`config.mk`:
```
export PLATFORM = sky130hd
export DESIGN_NAME = fib_seq_detector
export DESIGN_NICKNAME = d
export VERILOG_FILES = /design/src/rtl/fib_seq_detector.sv
export SDC_FILE = /design/constraint.sdc
export NUM_CORES = 1
export LEC_CHECK = 0
export CAP_MARGIN = 30
export CORE_UTILIZATION = 55
export CTS_BUF_LIST = sky130_fd_sc_hd__clkbuf_4 sky130_fd_sc_hd__clkbuf_8 sky130_fd_sc_hd__clkbuf_16
export DETAILED_ROUTE_END_ITERATION = 16
export GPL_TIMING_DRIVEN = 1
export PLACE_DENSITY = 0.87
export SKIP_LAST_GASP = 1
export SLEW_MARGIN = 20
export SYNTH_ARGS = -nofsm -noshare
export SYNTH_HDL_FRONTEND = slang
export SYNTH_SLANG_ARGS = --single-unit
```
`constraint.sdc`:
```
create_clock -name clk -period 2.7 [get_ports clk]
set_clock_uncertainty 0.15 [all_clocks]
set_input_delay 0.675 -clock clk [delete_from_list [all_inputs] [get_ports clk]]
set_output_delay 0.675 -clock clk [all_outputs]
set_load 0.05 [all_outputs]
```
`src/rtl/fib_seq_detector.sv`:
```
// fib_seq_detector: stream stage that walks the Fibonacci sequence to classify an operand
module fib_seq_detector #(
  parameter int N     = 16,
  parameter int IDX_W = 6,
  parameter int CNT_W = 8
) (
  input  logic             clk,
  input  logic             rst,
  input  logic             in_valid,
  output logic             in_ready,
  input  logic [N-1:0]     in,
  output logic             out_valid,
  input  logic             out_ready,
  output logic             out,
  output logic [IDX_W-1:0] idx,
  output logic [CNT_W-1:0] hit_cnt
);
  typedef enum logic [1:0] {IDLE, SEARCH, DONE} state_t;
  function automatic int max_idx();
    logic [N+1:0] a, b, t;
    int k;
    a = '0;
    b = 1;
    k = 0;
    for (int i = 0; i < 256; i++)
      if (a < {2'b00, {N{1'b1}}}) begin
        t = a + b;
        a = b;
        b = t;
        k++;
      end
    return k;
  endfunction
  if ((1 << IDX_W) <= max_idx()) begin : g_idx_w_check
    $error("IDX_W too small for N");
  end
  state_t           state;
  logic [N-1:0]     operand;
  logic [N+1:0]     a, b;
  logic [IDX_W-1:0] k;
  logic [N+1:0]     op_ext;
  assign op_ext    = {2'b00, operand};
  assign in_ready  = (state == IDLE) & !rst;
  assign out_valid = (state == DONE);
  // accept operand, step one Fibonacci term per cycle, hold result until consumed
  always_ff @(posedge clk) begin
    if (rst) begin
      state   <= IDLE;
      operand <= '0;
      a       <= '0;
      b       <= '0;
      k       <= '0;
      out     <= 1'b0;
      idx     <= '0;
      hit_cnt <= '0;
    end else begin
      case (state)
        IDLE:
          if (in_valid) begin
            operand <= in;
            a       <= '0;
            b       <= 1;
            k       <= '0;
            state   <= SEARCH;
          end
        SEARCH:
          if (a >= op_ext) begin
            out   <= (a == op_ext);
            idx   <= k;
            state <= DONE;
          end else begin
            a <= b;
            b <= a + b;
            k <= k + 1'b1;
          end
        DONE:
          if (out_ready) begin
            state <= IDLE;
            if (out && hit_cnt != '1) hit_cnt <= hit_cnt + 1'b1;
          end
        default: state <= IDLE;
      endcase
    end
  end
endmodule

```
==> reports/results.tsv, run 1 <==
metric	value	unit
Met1 Routed Length	4.37	mm
deepest clock path buffer count	2	
switching power share of the total	0.271	
top fanout value on the critical path	4	
# DRC	0	
Pwr Density	511	nW/um2
EDFF count, synth	0	
combinational family with the most area after synthesis	simple AND/OR/NAND/NOR gates	
vias after detailed routing	3910	
Synth Register Bits	75	
starting density of the core	0.567	
Fill cells	571	
post-route ant nets	0	
antenna violations before repair	0	
Die Footprint	7790	um2
H-tree levels	3	
Net Count, Synth	567	
Row Count	31	
XOR/XNOR Fraction of Synth Area	0.0385	
sequential share of power	0.463	
Slew HR	0.560	
RSZ-0062 raised after global routing	yes	
via/cell ratio	5.99	
Reg-to-Reg Start	operand[5]	
n_diodes	0	
Syn Area/Cell	8.01	um2
Final WS setup	70.0	ps
GRT Overall Usage	0.267	
CTS tree	built	
largest cells by area after synthesis	dfxtp_1, ha_1, a21oi_1	
Final GP Congestion	0.874	
Worst Path Arrival	2730	ps
Post-synth top flop	dfxtp_1	
met2 wire len	5.03	mm
die extent in y	88.3	um
Data required, critical path	2800	ps
clock share of power	0.397	
clock sinks	75	
CTS clk-pin slew, worst paths	80	ps
drt first pass iters	6	
worst vdd ir	321	uV
# hold bufs at CTS	0	
pre-CTS WS	21.6	ps
WS Path Type	flop to flop	
Hold Vio Cnt, Final	0	
area of the multi-input gates	2420	um2
Netlist cell types	54	
root buf cell	clkbuf_8	
worst flop-to-flop path endpoint	b[10]	
Total Neg Setup Slack	0	ps
cts bufs inserted	9	
wire per inst	15.8	um
port buffer count	36	
fin crit period	2630	ps
count leader, synth	dfxtp_1	
setup violators final	0	
R2R setup slack	70	ps
Ys Warns	0	
post-synth top area cell	dfxtp_1	
register area share after synthesis	0.367	
Die Span X	88.3	um
cells after synthesis	511	
Startpoint Class	flop	
vias in the first global route	3496	
Comb pwr share	0.140	
layout cells sized above 1	0.0921	
simple-gate portion of the synthesized area	0.233	
Synth Area in Compound Gates	0.175	
crit path to	b[10]	
layout net count	605	
DRT Wirelength	10.3	mm
I/O pin count	37	
Switch Pwr	0.674	mW
first-pass GRT wire length	16.2	mm
post-detail-place hpwl	6.84	mm
met3 WL	637	um
leakage power	1.95	nW
top layer in use	met4	
fin. max-slew vios	0	
period utilization	0.974	
max frequency	380	MHz
CP endpoint kind	flop	
largest net degree at the start of global routing	65	
clk_lat worst skew	360	ps
Critical path origin	operand[5]	
Synth Area in Adders	0.112	
Core Region	7210	um2
reg2reg path depth	10	
top cell type's share of synthesized area	0.367	
1st-iter DRT viols	406	
HP Start	operand[4]	
outcome	finished, final reports clean	
FF/Latch Area	1500	um2
area delta synth->final	18.7	%
synthesized cell area	4090	um2
commonest cells in the netlist	dfxtp_1, nand2_1, a21oi_1	
Hold Crit Class	flop to flop	
Pint	1.81	mW
GRT overflow	0	
Worst Tran Pin Value	660	ps
max cap viols	0	
mux contribution to synthesized area	0.0223	
post-synthesis async set-or-reset flop share	0	
-- cell families (layout without fill, tap and decap cells) --
kind of cell | after synthesis | after routing
and+or+nand+nor | 203 | 204
AOI/OAI and AO/OA | 121 | 121
DFF | 75 | 75
buffers and inverters | 49 | 91
adders and majority gates | 36 | 36
xor gates and xnor gates | 18 | 18
muxes | 9 | 9
-- repair_timing --
action | CTS | global route
resized for setup | 0 | 9
endpoints found under the setup margin | 0 | 43
buffers inserted | 0 | 3
-- metrics by stage --
stage	hold slack, ps	std cells	instance area, um2	util	total power [mW]
detailed placement	300	633	4570	0.633	1.50
finish	308	653	4860	0.673	2.48
global placement	294	633	4570	0.633	1.49
CTS	310	649	4790	0.665	2.46
global route	323	653	4860	0.673	2.56
floorplan	286	511	4100	-	1.39
-- power by group through the flow --
stage	clock (mW)	sequential, mW	combinational [mW]
global route	1.03	1.15	0.376
detailed placement	0	1.18	0.322
floorplan	0	1.17	0.220
finish	0.987	1.15	0.348
global placement	0	1.17	0.312
CTS	0.992	1.15	0.323
-- registers in the layout, summed over array words and instances, names as in the netlist --
register  flops
operand      16
k             6
state         2
idx           6
a            18
b            18
hit_cnt       8
out           1
-- layer usage --
layer / global-route usage / up-vias
met5: 0 / -
met4: 0.111 / 0
met3: 0.0401 / 36
met2: 0.450 / 187
met1: 0.341 / 1806
li1: - / 1881
-- how the worst min path moves through the flow --
stage | cells past startpoint | to | slack, ps
finish | 2 | operand[4] | 310
global route | 2 | operand[9] | 320
CTS | 2 | operand[5] | 310
detailed placement | 2 | operand[5] | 300
global placement | 2 | operand[9] | 290
floorplan | 2 | operand[10] | 290
-- cells in the final DEF (no fill, tap or decap), drive strengths merged, types with 18 or more instances in the layout --
cell type	netlist	final
nand3	44	44
o21ai	18	18
inv	22	23
ha	35	35
clkdlybuf4s50	0	33
buf	10	19
dfxtp	75	75
nand2	73	73
nor2	34	34
a21oi	68	68
-- layout make-up --
| type | count | area share |
|---|---|---|
| inverters | 22 | 0.0170 |
| repair buffers | 53 | 0.105 |
| multi-input cells | 388 | 0.497 |
| flip-flops and latches | 75 | 0.309 |
| clock inverters | 6 | 0.0180 |
| well taps | 99 | 0.0255 |
| clock buffers | 10 | 0.0283 |
-- critical path, stage by stage (launching register included) --
cell	delay, ps
dfxtp_1	330
inv_1	70
ha_4	270
nand4_1	130
or4_4	580
o21ai_2	150
or2_4	160
buf_4	120
o21ai_2	50
or3b_2	440
o41ai_1	70
No activity file was read; power rests on OpenSTA's default activity.
==> run 2, diff against run 1 <==
--- a/config.mk
+++ b/config.mk
@@ -5,12 +5,13 @@
 export SDC_FILE = /design/constraint.sdc
 export NUM_CORES = 1
 export LEC_CHECK = 0
+export ABC_AREA = 1
 export CAP_MARGIN = 30
 export CORE_UTILIZATION = 55
 export CTS_BUF_LIST = sky130_fd_sc_hd__clkbuf_4 sky130_fd_sc_hd__clkbuf_8 sky130_fd_sc_hd__clkbuf_16
 export DETAILED_ROUTE_END_ITERATION = 16
 export GPL_TIMING_DRIVEN = 1
-export PLACE_DENSITY = 0.87
+export PLACE_DENSITY = 0.86
 export SKIP_LAST_GASP = 1
 export SLEW_MARGIN = 20
 export SYNTH_ARGS = -nofsm -noshare
==> run 2 against run 1 <==
Critical endpoint is now out_valid. Largest cell class unchanged. Core utilization decreased by 0.26 points. First-iteration DRC count shrank 27%. Final cell count is 25% higher.
==> reports/results.tsv, run 2 <==
metric	value	unit	change
outcome	finished, final reports clean		unchanged
fin crit period	2650	ps	was 2630 ps
CP endpoint kind	output pin		was flop
most frequent cells in the layout	nand2_1, nor2_1, inv_1		was dfxtp_1, nand2_1, a21oi_1
R2R setup slack	380	ps	was 70 ps
wire per inst	13.3	um	was 15.8 um
1st-iter DRT viols	298		was 406
layout cells sized above 1	0.0700		was 0.0921
n_diodes	0		unchanged
utilization after layout	0.671		was 0.673
Synth Register Bits	75		unchanged
vias after detailed routing	4324		was 3910
commonest non-fill, non-tap cell in the layout	nand2_1		was dfxtp_1
setup violators final	0		unchanged
clk_lat worst skew	360	ps	about the same
register area share after synthesis	0.328		was 0.367
post-synthesis async set-or-reset flop share	0		unchanged
final hold slack	310	ps	was 308 ps
Total Neg Setup Slack	0	ps	unchanged
Pwr Density	572	nW/um2	was 511 nW/um2
first-pass GRT wire length	18.5	mm	was 16.2 mm
Buf/Inv on CP	2		unchanged
met3 WL	494	um	was 637 um
post-detail-place hpwl	7.57	mm	was 6.84 mm
period utilization	0.983		was 0.974
top cell type's share of synthesized area	0.328		was 0.367
port buffer count	36		unchanged
# DRC	0		unchanged
largest net degree at the start of global routing	49		was 65
post-CTS setup buffer count	0		unchanged
Syn Area/Cell	6.75	um2	was 8.01 um2
antenna violations before repair	0		unchanged
commonest cells in the netlist	nand2_1, nor2_1, inv_1		was dfxtp_1, nand2_1, a21oi_1
Netlist cell types	37		was 54
Ys Warns	0		unchanged
post-synth top area cell	dfxtp_1		unchanged
WS Path Type	flop to output pin		was flop to flop
top layer in use	met4		unchanged
Net Count, Synth	735		was 567
via/cell ratio	5.30		was 5.99
cts bufs inserted	9		unchanged
slowest CP cell	clkdlybuf4s50_1		was or4_4
GRT Overall Usage	0.265		was 0.267
Data required, critical path	1880	ps	was 2800 ps
Critical Path Max Stage Delay	820	ps	was 580 ps
max cap viols	0		unchanged
starting density of the core	0.581		was 0.567
DRT Wirelength	10.9	mm	was 10.3 mm
fin. max-slew vios	0		unchanged
Fill cells	650		was 571
Pint	2.09	mW	was 1.81 mW
Row Count	32		was 31
clock share of power	0.362		was 0.397
switching power share of the total	0.309		was 0.271
GRT overflow	0		unchanged
Die Span X	93.3	um	was 88.3 um
Hold Vio Cnt, Final	0		unchanged
Comb pwr share	0.228		was 0.140
H-tree levels	3		unchanged
die extent in y	93.3	um	was 88.3 um
sequential share of power	0.411		was 0.463
# resized after CTS	0		unchanged
Startpoint Class	flop		unchanged
crit path cell chain	inv_2 > nor2_4 > clkdlybuf4s50_1		was inv_1 > ha_4 > nand4_1 > or4_4 > o21ai_2 > or2_4 > buf_4 > o21ai_2 > or3b_2 > o41ai_1
I/O pin count	37		unchanged
EDFF count, synth	0		unchanged
vias in the first global route	4273		was 3496
layout net count	765		was 605
top fanout value on the critical path	4		unchanged
Switch Pwr	0.935	mW	was 0.674 mW
CTS tree	built		unchanged
deepest clock path buffer count	2		unchanged
largest cells by area after synthesis	dfxtp_1, nand2_1, ha_1		was dfxtp_1, ha_1, a21oi_1
CP top delay family	buffers and inverters		was simple AND/OR/NAND/NOR gates
Die Footprint	8700	um2	was 7790 um2
Slew HR	0.645		was 0.560
Worst Tran Pin Value	531	ps	was 660 ps
worst vdd ir	467	uV	was 321 uV
leakage power	2.42	nW	was 1.95 nW
Core Region	7890	um2	was 7210 um2
cells after synthesis	679		was 511
FF/Latch Area	1500	um2	about the same
CTS clk-pin slew, worst paths	80	ps	about the same
area of the multi-input gates	2630	um2	was 2420 um2
area delta synth->final	15.4	%	was 18.7%
synthesized cell area	4580	um2	was 4090 um2
drt first pass iters	5		was 6
RSZ-0062 raised after global routing	no		was yes
post-route ant nets	0		unchanged
Worst Path Arrival	1830	ps	was 2730 ps
met2 wire len	5.48	mm	was 5.03 mm
Met1 Routed Length	4.71	mm	was 4.37 mm
count leader, synth	nand2_1		was dfxtp_1
Top Registers	a (18), b (18), operand (16)		unchanged
max frequency	377	MHz	was 380 MHz
Final GP Congestion	0.916		was 0.874
# hold bufs at CTS	0		unchanged
root buf cell	clkbuf_8		unchanged
Hold Crit Class	flop to flop		unchanged
clock sinks	75		unchanged
Post-synth top flop	dfxtp_1		unchanged
run 2: worst min-delay path, cell delays in order (launching register included):
cell	delay [ps]
dfxtp_1	300
inv_1	60
a21oi_1	60
run 2: through the flow:
stage / total power, mW / instance area [um2] / cells / worst slack, ps
finish: 3.03 / 5290 / 816 / 46.2
floorplan: 1.77 / 4590 / 679 / 391
global route: 3.18 / 5290 / 816 / 11.5
global placement: 1.91 / 5040 / 800 / 369
detailed placement: 1.94 / 5040 / 800 / 341
CTS: 3.04 / 5290 / 816 / 36.3
run 2: path summary, 6_finish.rpt:
path | to | cells past startpoint | from
hold reg to reg | operand[15] | 2 | operand[15]
setup / recovery | out_valid | 3 | state[1]
hold / removal | operand[15] | 2 | operand[15]
setup reg to reg | b[16] | 14 | a[0]
run 2: final cells by class:
type                            instances  area share
Tap cell                              102      0.0241
Clock inverter                          5      0.0203
Sequential cell                        75       0.284
Timing Repair Buffer                   43      0.0847
Inverter                               87      0.0622
Multi-Input combinational cell        493       0.498
Clock buffer                           11      0.0274
run 2: per-layer routing:
| metal | up-vias | track usage |
|---|---|---|
| met2 | 109 | 0.493 |
| met3 | 19 | 0.0415 |
| met4 | 0 | 0.0885 |
| met5 | - | 0 |
| met1 | 1957 | 0.307 |
| li1 | 2239 | - |
run 2: logic make-up (layout without fill, tap and decap cells):
| logic type | Yosys count | in the layout | share of synthesized area |
|---|---|---|---|
| buffers and inverters | 111 | 146 | 0.0999 |
| AO/OA/AOI/OAI | 105 | 105 | 0.122 |
| adder cells (fa/ha/maj) | 36 | 36 | 0.0999 |
| AND/OR/NAND/NOR | 344 | 344 | 0.335 |
| XOR/XNOR | 8 | 8 | 0.0153 |
| flip-flops | 75 | 75 | 0.328 |
run 2: power by group through the flow:
stage | Clock (mW) | Combinational (mW) | Sequential (mW)
after floorplan | 0 | 0.491 | 1.28
final | 1.10 | 0.690 | 1.24
after detailed placement | 0 | 0.672 | 1.27
after CTS | 1.11 | 0.684 | 1.24
after global placement | 0 | 0.650 | 1.26
after global routing | 1.15 | 0.771 | 1.25
==> run 3, diff against run 2 <==
--- a/config.mk
+++ b/config.mk
@@ -10,6 +10,7 @@
 export CORE_UTILIZATION = 55
 export CTS_BUF_LIST = sky130_fd_sc_hd__clkbuf_4 sky130_fd_sc_hd__clkbuf_8 sky130_fd_sc_hd__clkbuf_16
 export DETAILED_ROUTE_END_ITERATION = 16
+export GPL_ROUTABILITY_DRIVEN = 0
 export GPL_TIMING_DRIVEN = 1
 export PLACE_DENSITY = 0.86
 export SKIP_LAST_GASP = 1
==> run 3 against run 2 <==
Critical path depth shrank 2. Combinational power grew 0.6%. Largest cell class unchanged. First-iteration DRC count shrank 3.0%. Core utilization is the same. Final cell count shrank 0.12%. Die area is the same. Largest power group unchanged. Count of clock-buffer cells in the layout shrank 1. Sequential cell count is the same. Global-route usage grew 0.38 points. Via count grew 2.3%.
==> reports/results.tsv, run 3 (synthesized netlist as in run 2, its figures left out) <==
metric	value	unit	change
RSZ-0062 raised after global routing	no		unchanged
1st-iter DRT viols	289		was 298
layout cells sized above 1	0.0687		was 0.0700
Worst Path Arrival	1640	ps	was 1830 ps
Switch Pwr	0.934	mW	was 0.935 mW
layout net count	764		was 765
Row Count	32		unchanged
non-filler cells in the finished layout	815		was 816
max frequency	405	MHz	was 377 MHz
# hold bufs at CTS	0		unchanged
max cap viols	0		unchanged
CTS tree	built		unchanged
fin crit period	2470	ps	was 2650 ps
top fanout value on the critical path	5		was 4
leakage power	2.43	nW	was 2.42 nW
die extent in y	93.3	um	unchanged
vias after detailed routing	4423		was 4324
I/O pin count	37		unchanged
deepest clock path buffer count	2		unchanged
first-pass GRT wire length	18.9	mm	was 18.5 mm
area delta synth->final	15.4	%	unchanged
Hold Vio Cnt, Final	0		unchanged
Top Registers	a (18), b (18), operand (16)		unchanged
Die Footprint	8700	um2	unchanged
fin. max-slew vios	0		unchanged
wire per inst	13.2	um	was 13.3 um
GRT Overall Usage	0.269		was 0.265
Fill cells	662		was 650
# DRC	0		unchanged
DRT Wirelength	10.8	mm	was 10.9 mm
Pint	2.07	mW	was 2.09 mW
worst vdd ir	511	uV	was 467 uV
Critical Path Max Stage Delay	850	ps	was 820 ps
Die Span X	93.3	um	unchanged
outcome	finished, final reports clean		unchanged
sequential share of power	0.415		was 0.411
Startpoint Class	flop		unchanged
n_diodes	0		unchanged
FF/Latch Area	1500	um2	unchanged
cts bufs inserted	9		unchanged
port buffer count	36		unchanged
most frequent cells in the layout	nand2_1, nor2_1, inv_1		unchanged
switching power share of the total	0.311		was 0.309
largest net degree at the start of global routing	49		unchanged
antenna violations before repair	0		unchanged
drt first pass iters	5		unchanged
Buf/Inv on CP	1		was 2
post-detail-place hpwl	7.58	mm	was 7.57 mm
clock share of power	0.354		was 0.362
GRT overflow	0		unchanged
Slew HR	0.603		was 0.645
setup violators final	0		unchanged
root buf cell	clkbuf_8		unchanged
clk_lat worst skew	360	ps	about the same
Core Region	7890	um2	unchanged
vias in the first global route	4322		was 4273
starting density of the core	0.581		unchanged
total power	3.00	mW	was 3.03 mW
Worst Tran Pin Value	595	ps	was 531 ps
CP endpoint kind	output pin		unchanged
Comb pwr share	0.231		was 0.228
Total Neg Setup Slack	0	ps	unchanged
area of the multi-input gates	2630	um2	unchanged
via/cell ratio	5.43		was 5.30
post-route ant nets	0		unchanged
CTS clk-pin slew, worst paths	90	ps	was 80 ps
Data required, critical path	1880	ps	about the same
WS Path Type	flop to output pin		unchanged
dpl cells	799		was 800
CP top delay family	buffers and inverters		unchanged
Pwr Density	567	nW/um2	was 572 nW/um2
Hold Crit Class	flop to flop		unchanged
crit path cell chain	clkdlybuf4s50_1		was inv_2 > nor2_4 > clkdlybuf4s50_1
slowest CP cell	clkdlybuf4s50_1		unchanged
final hold slack	312	ps	was 310 ps
H-tree levels	3		unchanged
period utilization	0.914		was 0.983
clock sinks	75		unchanged
commonest non-fill, non-tap cell in the layout	nand2_1		unchanged
==> run 3: cell count changes in the layout (fill, tap and decap cells not counted), sizes merged <==
cell           change
buf                -1
clkdlybuf4s50      -1
clkbuf             -1
dlymetal6s2s       +1
inv                -2
clkinvlp           +2
clkinv             +1
==> run 3: area by class of cell <==
type                            instances  share of cell area
Clock buffer                           10              0.0248
Clock inverter                          6              0.0215
Inverter                               87              0.0622
Multi-Input combinational cell        493               0.498
Sequential cell                        75               0.284
Tap cell                              102              0.0241
Timing Repair Buffer                   42              0.0861
==> run 3: timing repair <==
item                                    in CTS  in global routing
endpoints found under the setup margin       0                  1
setup buffers                                0                  0
gates resized for setup                      0                  1
hold endpoints to repair                     0                  0
==> run 3: worst paths after layout <==
check                    from     endpoint  slack (ps)  cells past startpoint
setup / recovery   hit_cnt[2]   hit_cnt[2]         230                      1
hold / removal    operand[15]  operand[15]         310                      2
setup reg to reg        a[15]        a[10]         310                     10
hold reg to reg   operand[15]  operand[15]         310                      2
==> run 3: routing by layer <==
| metal | global-route usage | share of wire | vias up |
|---|---|---|---|
| met1 | 0.327 | 0.43 | 2030 |
| met5 | 0 | 0 | - |
| li1 | - | - | 2238 |
| met2 | 0.475 | 0.50 | 137 |
| met4 | 0.0936 | 0.013 | 0 |
| met3 | 0.0480 | 0.050 | 18 |
==> run 3: power by group through the flow <==
stage	Clock, mW	Sequential (mW)	Combinational (mW)
floorplan	0	1.28	0.491
global placement	0	1.26	0.655
detailed placement	0	1.27	0.682
CTS	1.08	1.24	0.691
global route	1.13	1.25	0.775
finish	1.06	1.24	0.694
==> run 3: worst reg2reg max path, cell delays in order (launching register included) <==
cell	delay, ps
dfxtp_1	350
ha_1	320
nand2_1	70
inv_1	40
nand2_2	90
inv_2	50
a21oi_4	230
nand3_2	150
nor2_4	490
nand2_1	170
a21oi_1	210
==> run 3: metrics by stage <==
stage	utilization	area (um2)	setup WS [ps]
2_1_floorplan	-	4590	391
3_3_place_gp	0.639	5040	360
3_5_place_dp	0.639	5040	337
4_1_cts	0.671	5290	73.7
5_1_grt	0.671	5290	157
6_report	0.671	5290	234
